$ cat src/rtl/quadrature_decoder.sv
// Quadrature decoder with input synchronizer, glitch filter and signed position counter.
//
// Ports:
//   clk      - sole clock, rising edge
//   reset    - synchronous active-high reset
//   enable   - high allows count/dir/step updates (decoding keeps tracking when low)
//   clear    - one-cycle request to zero the position counter
//   err_clr  - request to clear the sticky error flag
//   a, b     - asynchronous quadrature phases
//   count    - signed WIDTH-bit position, wraps modulo 2^WIDTH
//   step     - one-cycle pulse per counted step, one cycle after count changes
//   dir      - direction of the most recent counted step (1 = forward)
//   error    - sticky flag, set when an accepted transition flips both phases
//
// Pipeline (FILTER = F): sync1 edge 0, sync2 edge 1, accept edge F+1,
// count edge F+2, step edge F+3.
module quadrature_decoder #(
  parameter int unsigned WIDTH  = 16,
  parameter int unsigned FILTER = 4
) (
  input  logic             clk,
  input  logic             reset,
  input  logic             enable,
  input  logic             clear,
  input  logic             err_clr,
  input  logic             a,
  input  logic             b,
  output logic [WIDTH-1:0] count,
  output logic             step,
  output logic             dir,
  output logic             error
);

  localparam logic [7:0] FiltLim = 8'(FILTER);

  // Position of a Gray state along the forward sequence 00,01,11,10.
  function automatic logic [1:0] gray_idx(input logic [1:0] s);
    return {s[1], s[1] ^ s[0]};
  endfunction

  logic [1:0]       sync1_q, sync2_q;
  logic [1:0]       cand_q, cand_d;
  logic [7:0]       stab_q, stab_d;
  logic [1:0]       acc_q, acc_d;
  logic             primed_q, primed_d;
  logic             ev_fwd_q, ev_fwd_d;
  logic             ev_rev_q, ev_rev_d;
  logic             ev_ill_q, ev_ill_d;
  logic             pend_q, pend_d;
  logic [WIDTH-1:0] count_q, count_d;
  logic             step_q, step_d;
  logic             dir_q, dir_d;
  logic             error_q, error_d;

  logic       differs;
  logic [7:0] obs;
  logic       accept;
  logic [1:0] delta;

  always_comb begin
    // Until primed, any synchronized state counts as a new candidate.
    differs  = !primed_q || (sync2_q != acc_q);
    // Observations of the current candidate, including this cycle.
    obs      = ((stab_q != 8'd0) && (sync2_q == cand_q)) ? stab_q + 8'd1 : 8'd1;
    accept   = differs && (obs >= FiltLim);
    cand_d   = sync2_q;
    stab_d   = (!differs || accept) ? 8'd0 : obs;
    acc_d    = accept ? sync2_q : acc_q;
    primed_d = primed_q || accept;

    delta    = gray_idx(sync2_q) - gray_idx(acc_q);
    // A clear in the acceptance cycle consumes the transition.
    ev_fwd_d = accept && primed_q && !clear && (delta == 2'd1);
    ev_rev_d = accept && primed_q && !clear && (delta == 2'd3);
    ev_ill_d = accept && primed_q && (delta == 2'd2);
  end

  always_comb begin
    count_d = count_q;
    dir_d   = dir_q;
    pend_d  = 1'b0;
    if (clear) begin
      count_d = '0;
    end else if (enable && ev_fwd_q) begin
      count_d = count_q + 1'b1;
      dir_d   = 1'b1;
      pend_d  = 1'b1;
    end else if (enable && ev_rev_q) begin
      count_d = count_q - 1'b1;
      dir_d   = 1'b0;
      pend_d  = 1'b1;
    end
    step_d  = pend_q && enable && !clear;

    error_d = error_q;
    if (ev_ill_q) begin
      error_d = 1'b1;
    end else if (err_clr) begin
      error_d = 1'b0;
    end
  end

  always_ff @(posedge clk) begin
    if (reset) begin
      sync1_q  <= 2'b00;
      sync2_q  <= 2'b00;
      cand_q   <= 2'b00;
      stab_q   <= 8'd0;
      acc_q    <= 2'b00;
      primed_q <= 1'b0;
      ev_fwd_q <= 1'b0;
      ev_rev_q <= 1'b0;
      ev_ill_q <= 1'b0;
      pend_q   <= 1'b0;
      count_q  <= '0;
      step_q   <= 1'b0;
      dir_q    <= 1'b0;
      error_q  <= 1'b0;
    end else begin
      sync1_q  <= {a, b};
      sync2_q  <= sync1_q;
      cand_q   <= cand_d;
      stab_q   <= stab_d;
      acc_q    <= acc_d;
      primed_q <= primed_d;
      ev_fwd_q <= ev_fwd_d;
      ev_rev_q <= ev_rev_d;
      ev_ill_q <= ev_ill_d;
      pend_q   <= pend_d;
      count_q  <= count_d;
      step_q   <= step_d;
      dir_q    <= dir_d;
      error_q  <= error_d;
    end
  end

  assign count = count_q;
  assign step  = step_q;
  assign dir   = dir_q;
  assign error = error_q;

endmodule

$ cat config.mk
export PLATFORM = sky130hd
export DESIGN_NAME = quadrature_decoder
export DESIGN_NICKNAME = d
export VERILOG_FILES = /design/src/rtl/quadrature_decoder.sv
export SDC_FILE = /design/constraint.sdc
export NUM_CORES = 1
export LEC_CHECK = 0
export CORE_MARGIN = 5
export CORE_UTILIZATION = 55
export DETAILED_ROUTE_END_ITERATION = 16
export PLACE_DENSITY = 0.87
export SYNTH_ARGS = -nofsm -noshare
export SYNTH_HDL_FRONTEND = slang
export SYNTH_SLANG_ARGS = --single-unit
$ cat constraint.sdc
create_clock -name clk -period 2.9 [get_ports clk]
set_input_delay 0.58 -clock clk [delete_from_list [all_inputs] [get_ports clk]]
set_output_delay 0.58 -clock clk [all_outputs]
set_load 0.01 [all_outputs]
==> results of run 1 <==
## routing by layer
metal  GRT usage, %  wire, um  up-vias
met1           25.7      2290      949
met4           8.56       148        0
met2           33.2      2760       87
met3           5.40       454       17
li1               -         -      986
met5              0         0        -
## stage by stage
stage / instances / TNS [ns]
finish: 356 / 0
detailed placement: 348 / -1.83
CTS: 356 / 0
global route: 356 / 0
global placement: 348 / -1.46
floorplan: 249 / 0
## cell type report
cell class / instances / area (um2) / share of cell area (%)
clock inverters: 2 / 38.8 / 1.37
clock buffers: 6 / 82.6 / 2.92
flip-flops and latches: 40 / 801 / 28.3
multi-input cells: 194 / 1330 / 46.9
inverters: 11 / 41.3 / 1.46
repair buffers: 55 / 478 / 16.9
well taps: 48 / 60.1 / 2.12
## path summary, 6_finish.rpt
kind	depth (start not counted)	end	from
worst max-delay path	11	count[15]$_SDFFE_PP0N_	enable
worst min register to register	1	cand_d[0]$_SDFF_PP0_	sync1_q[0]$_SDFF_PP0_
worst min-delay path	1	cand_d[0]$_SDFF_PP0_	sync1_q[0]$_SDFF_PP0_
worst max register to register	10	count[15]$_SDFFE_PP0N_	ev_fwd_q$_SDFF_PP0_
## placed cells by master, fill, tap and decap left out, drive strengths merged, types with 4 or more instances in the layout
cell / instances
mux2i: 4
ha: 17
nor2: 19
conb: 6
clkbuf: 6
clkdlybuf4s50: 24
buf: 30
and3: 5
nand2: 28
a21o: 6
nor2b: 6
a21oi: 20
nand3: 7
inv: 11
xnor2: 15
o21a: 7
o21ai: 15
a211oi: 4
dfxtp: 40
nand4: 4
## cell families (layout without fill, tap and decap cells)
group	Yosys count	count (layout)
compound gates	62	62
xor+xnor	18	18
fa+ha+maj	18	18
buf+inv	15	74
flops	40	40
mux	4	4
other cells	1	6
simple gates	86	86
## where the power goes
part / internal (mW) / switching (mW) / leakage, nW
sequential: 0.562 / 0.0108 / 0.326
combinational: 0.0507 / 0.0562 / 0.846
clock: 0.281 / 0.203 / 0.0614
total: 0.894 / 0.270 / 1.23
## sequential cells by signal, indices dropped and copies added, names as in the netlist, 2 cells and up
| register | count |
|---|---|
| acc_q | 2 |
| cand_d | 2 |
| cand_q | 2 |
| count | 16 |
| stab_q | 8 |
| sync1_q | 2 |
==> results by group, run 1 <==
Synth
  • Share of synthesized registers carrying an async set or reset: 0%
  • Multiplexer area fraction after synthesis: roughly 1.9%
  • EDFF count, synth: 0
  • Synth top area share: 37.7%
  • Mean Syn Cell Area: 8.70 um2
  • Synth warn: 0
  • Top post-synthesis cells by area: dfxtp_1 (38%), ha_1 (10%), xnor2_1 (6.2%)
  • Synthesized area: 2120 um2
  • Post-Synth XOR/XNOR Area: 7.43%
  • Ys flop type: dfxtp_1
  • Yosys cell types: 41
  • Gate Count Post-Synth: 244
  • Post-synth top area cell: dfxtp_1
  • Adder-cell area share of the yosys netlist: 11.0%
  • Register area share after synthesis: 37.7%
  • Register bit total from synthesis: 40
  • Simple-gate area share of the yosys netlist: 20.3%
  • Main combinational cell family by area after synthesis: simple AND/OR/NAND/NOR gates
  • Compound-gate portion of the synthesized area: 18.8%
  • Most frequent cell after synthesis: dfxtp_1
  • Commonest cells in the netlist: dfxtp_1 (40), nand2_1 (28), a21oi_1 (20)

Power and ir drop
  • Total power: 1.16 mW
  • Peak supply drop: 378 uV
  • Power Density: 411 nW/um2
  • Static leakage: 1.23 nW

STA
  • Clk_skew: 0.00846 ns
  • Worst hold slack: 0.437 ns
  • Min cycle time layout: 2.47 ns
  • Final hold vios: 0
  • Tightest Pin Transition: about 0.56 ns
  • # setup viols final: 0
  • RSZ-0062 raised after global routing: no
  • Max Slew Vio Count: 0
  • Final period util: 85.2%
  • Final WS setup: 0.428 ns
  • Max Clock Freq: 0.405 GHz
  • Slew headroom: a little over three fifths

Worst setup path
  • Max stage delay on crit path: approximately 0.40 ns
  • Cells along the critical path: dlymetal6s2s_1, nand2_4, buf_4, ha_1, nand2_1, a2111o_1, nand3b_2, nor2_2, o31ai_2, mux2i_1, mux2i_1
  • CP endpoint kind: flop
  • Crit path DAT: 2.71 ns
  • Crit-path max FO: 7
  • Req. time, crit path: roughly 3.1 ns
  • Most used cell, CP: mux2i_1
  • Worst path bufs/invs: 2
  • Internal reg-to-reg setup slack: 0.46 ns
  • Slowest CP cell: a2111o_1
  • Kind of cell adding the most delay to the critical path: compound AO/OA/AOI/OAI gates
  • Startpoint types: input port
  • Setup CP Type: in -> reg

Layout
  • Layout cells sized above 1: 17.2%
  • # fillers: between 200 and 300
  • Core Util, Final: 76.7%
  • Final #Nets: 332
  • Area Overhead vs Synth: 33.4%
  • Finished Cell Area: 2830 um2
  • # diodes: 0

Detailed routing
  • WL per Instance: roughly 16 um
  • Initial DRC Count: 139
  • Detailed-route vias per instance: 5.73
  • Drt pass-1 iters: 5
  • Via count: 2,039
  • Routed Antenna Nets: 0
  • Routed WL: 5.66 mm
  • DRC: 0

Floorplan
  • Die width: 72.1 um
  • Core Region: 3690 um2
  • Num rows: 22
  • Io pins: 26
  • Initial core utilization: 57.5%
  • Die Ht: just over 70 um
  • Die footprint: between 5000 and 6000 um2

CTS
  • Num CTS Buffers: 5
  • Setup Buffers After CTS: 0
  • CTS sink count: 40
  • TritonCTS clock tree: done
  • PostCTS Resize Cnt: 1
  • CTS Hold Bufs: 0
  • H-tree depth: 2
  • Clock tree buffer depth: 2
  • Clock transition at path regs: 0.08 ns
  • Root Buffer: clkbuf_8
  • Clk Latency, worst-skew pair: 0.30 ns

Global routing
  • First-pass GRT wire length: around 8.5 mm
  • Largest net degree at the start of global routing: 15
  • GRT Total Usage: 20.5%
  • Vias in the first global route: 1,928
  • Initial antenna violation count: 0
  • Grt ovf: 0

Worst hold path
  • Hold Path Class: reg -> reg

Job
  • Max-cap viol count: 0

Placement
  • DP Worst Slack: -0.327 ns
  • Detail Placement HPWL: approximately 3.7 mm
  • Input/output buffers: 25
  • DP Area: 2660 um2
  • GP Congestion: 0.951

Run status
  • Status: finished clean
Power figures use the tool's default switching activity.
==> run 2: changes to the inputs <==
- GPL_ROUTABILITY_DRIVEN: unset -> 0
==> results of run 2 <==
The final DEF is identical to that of run 1; final timing and power are the same.
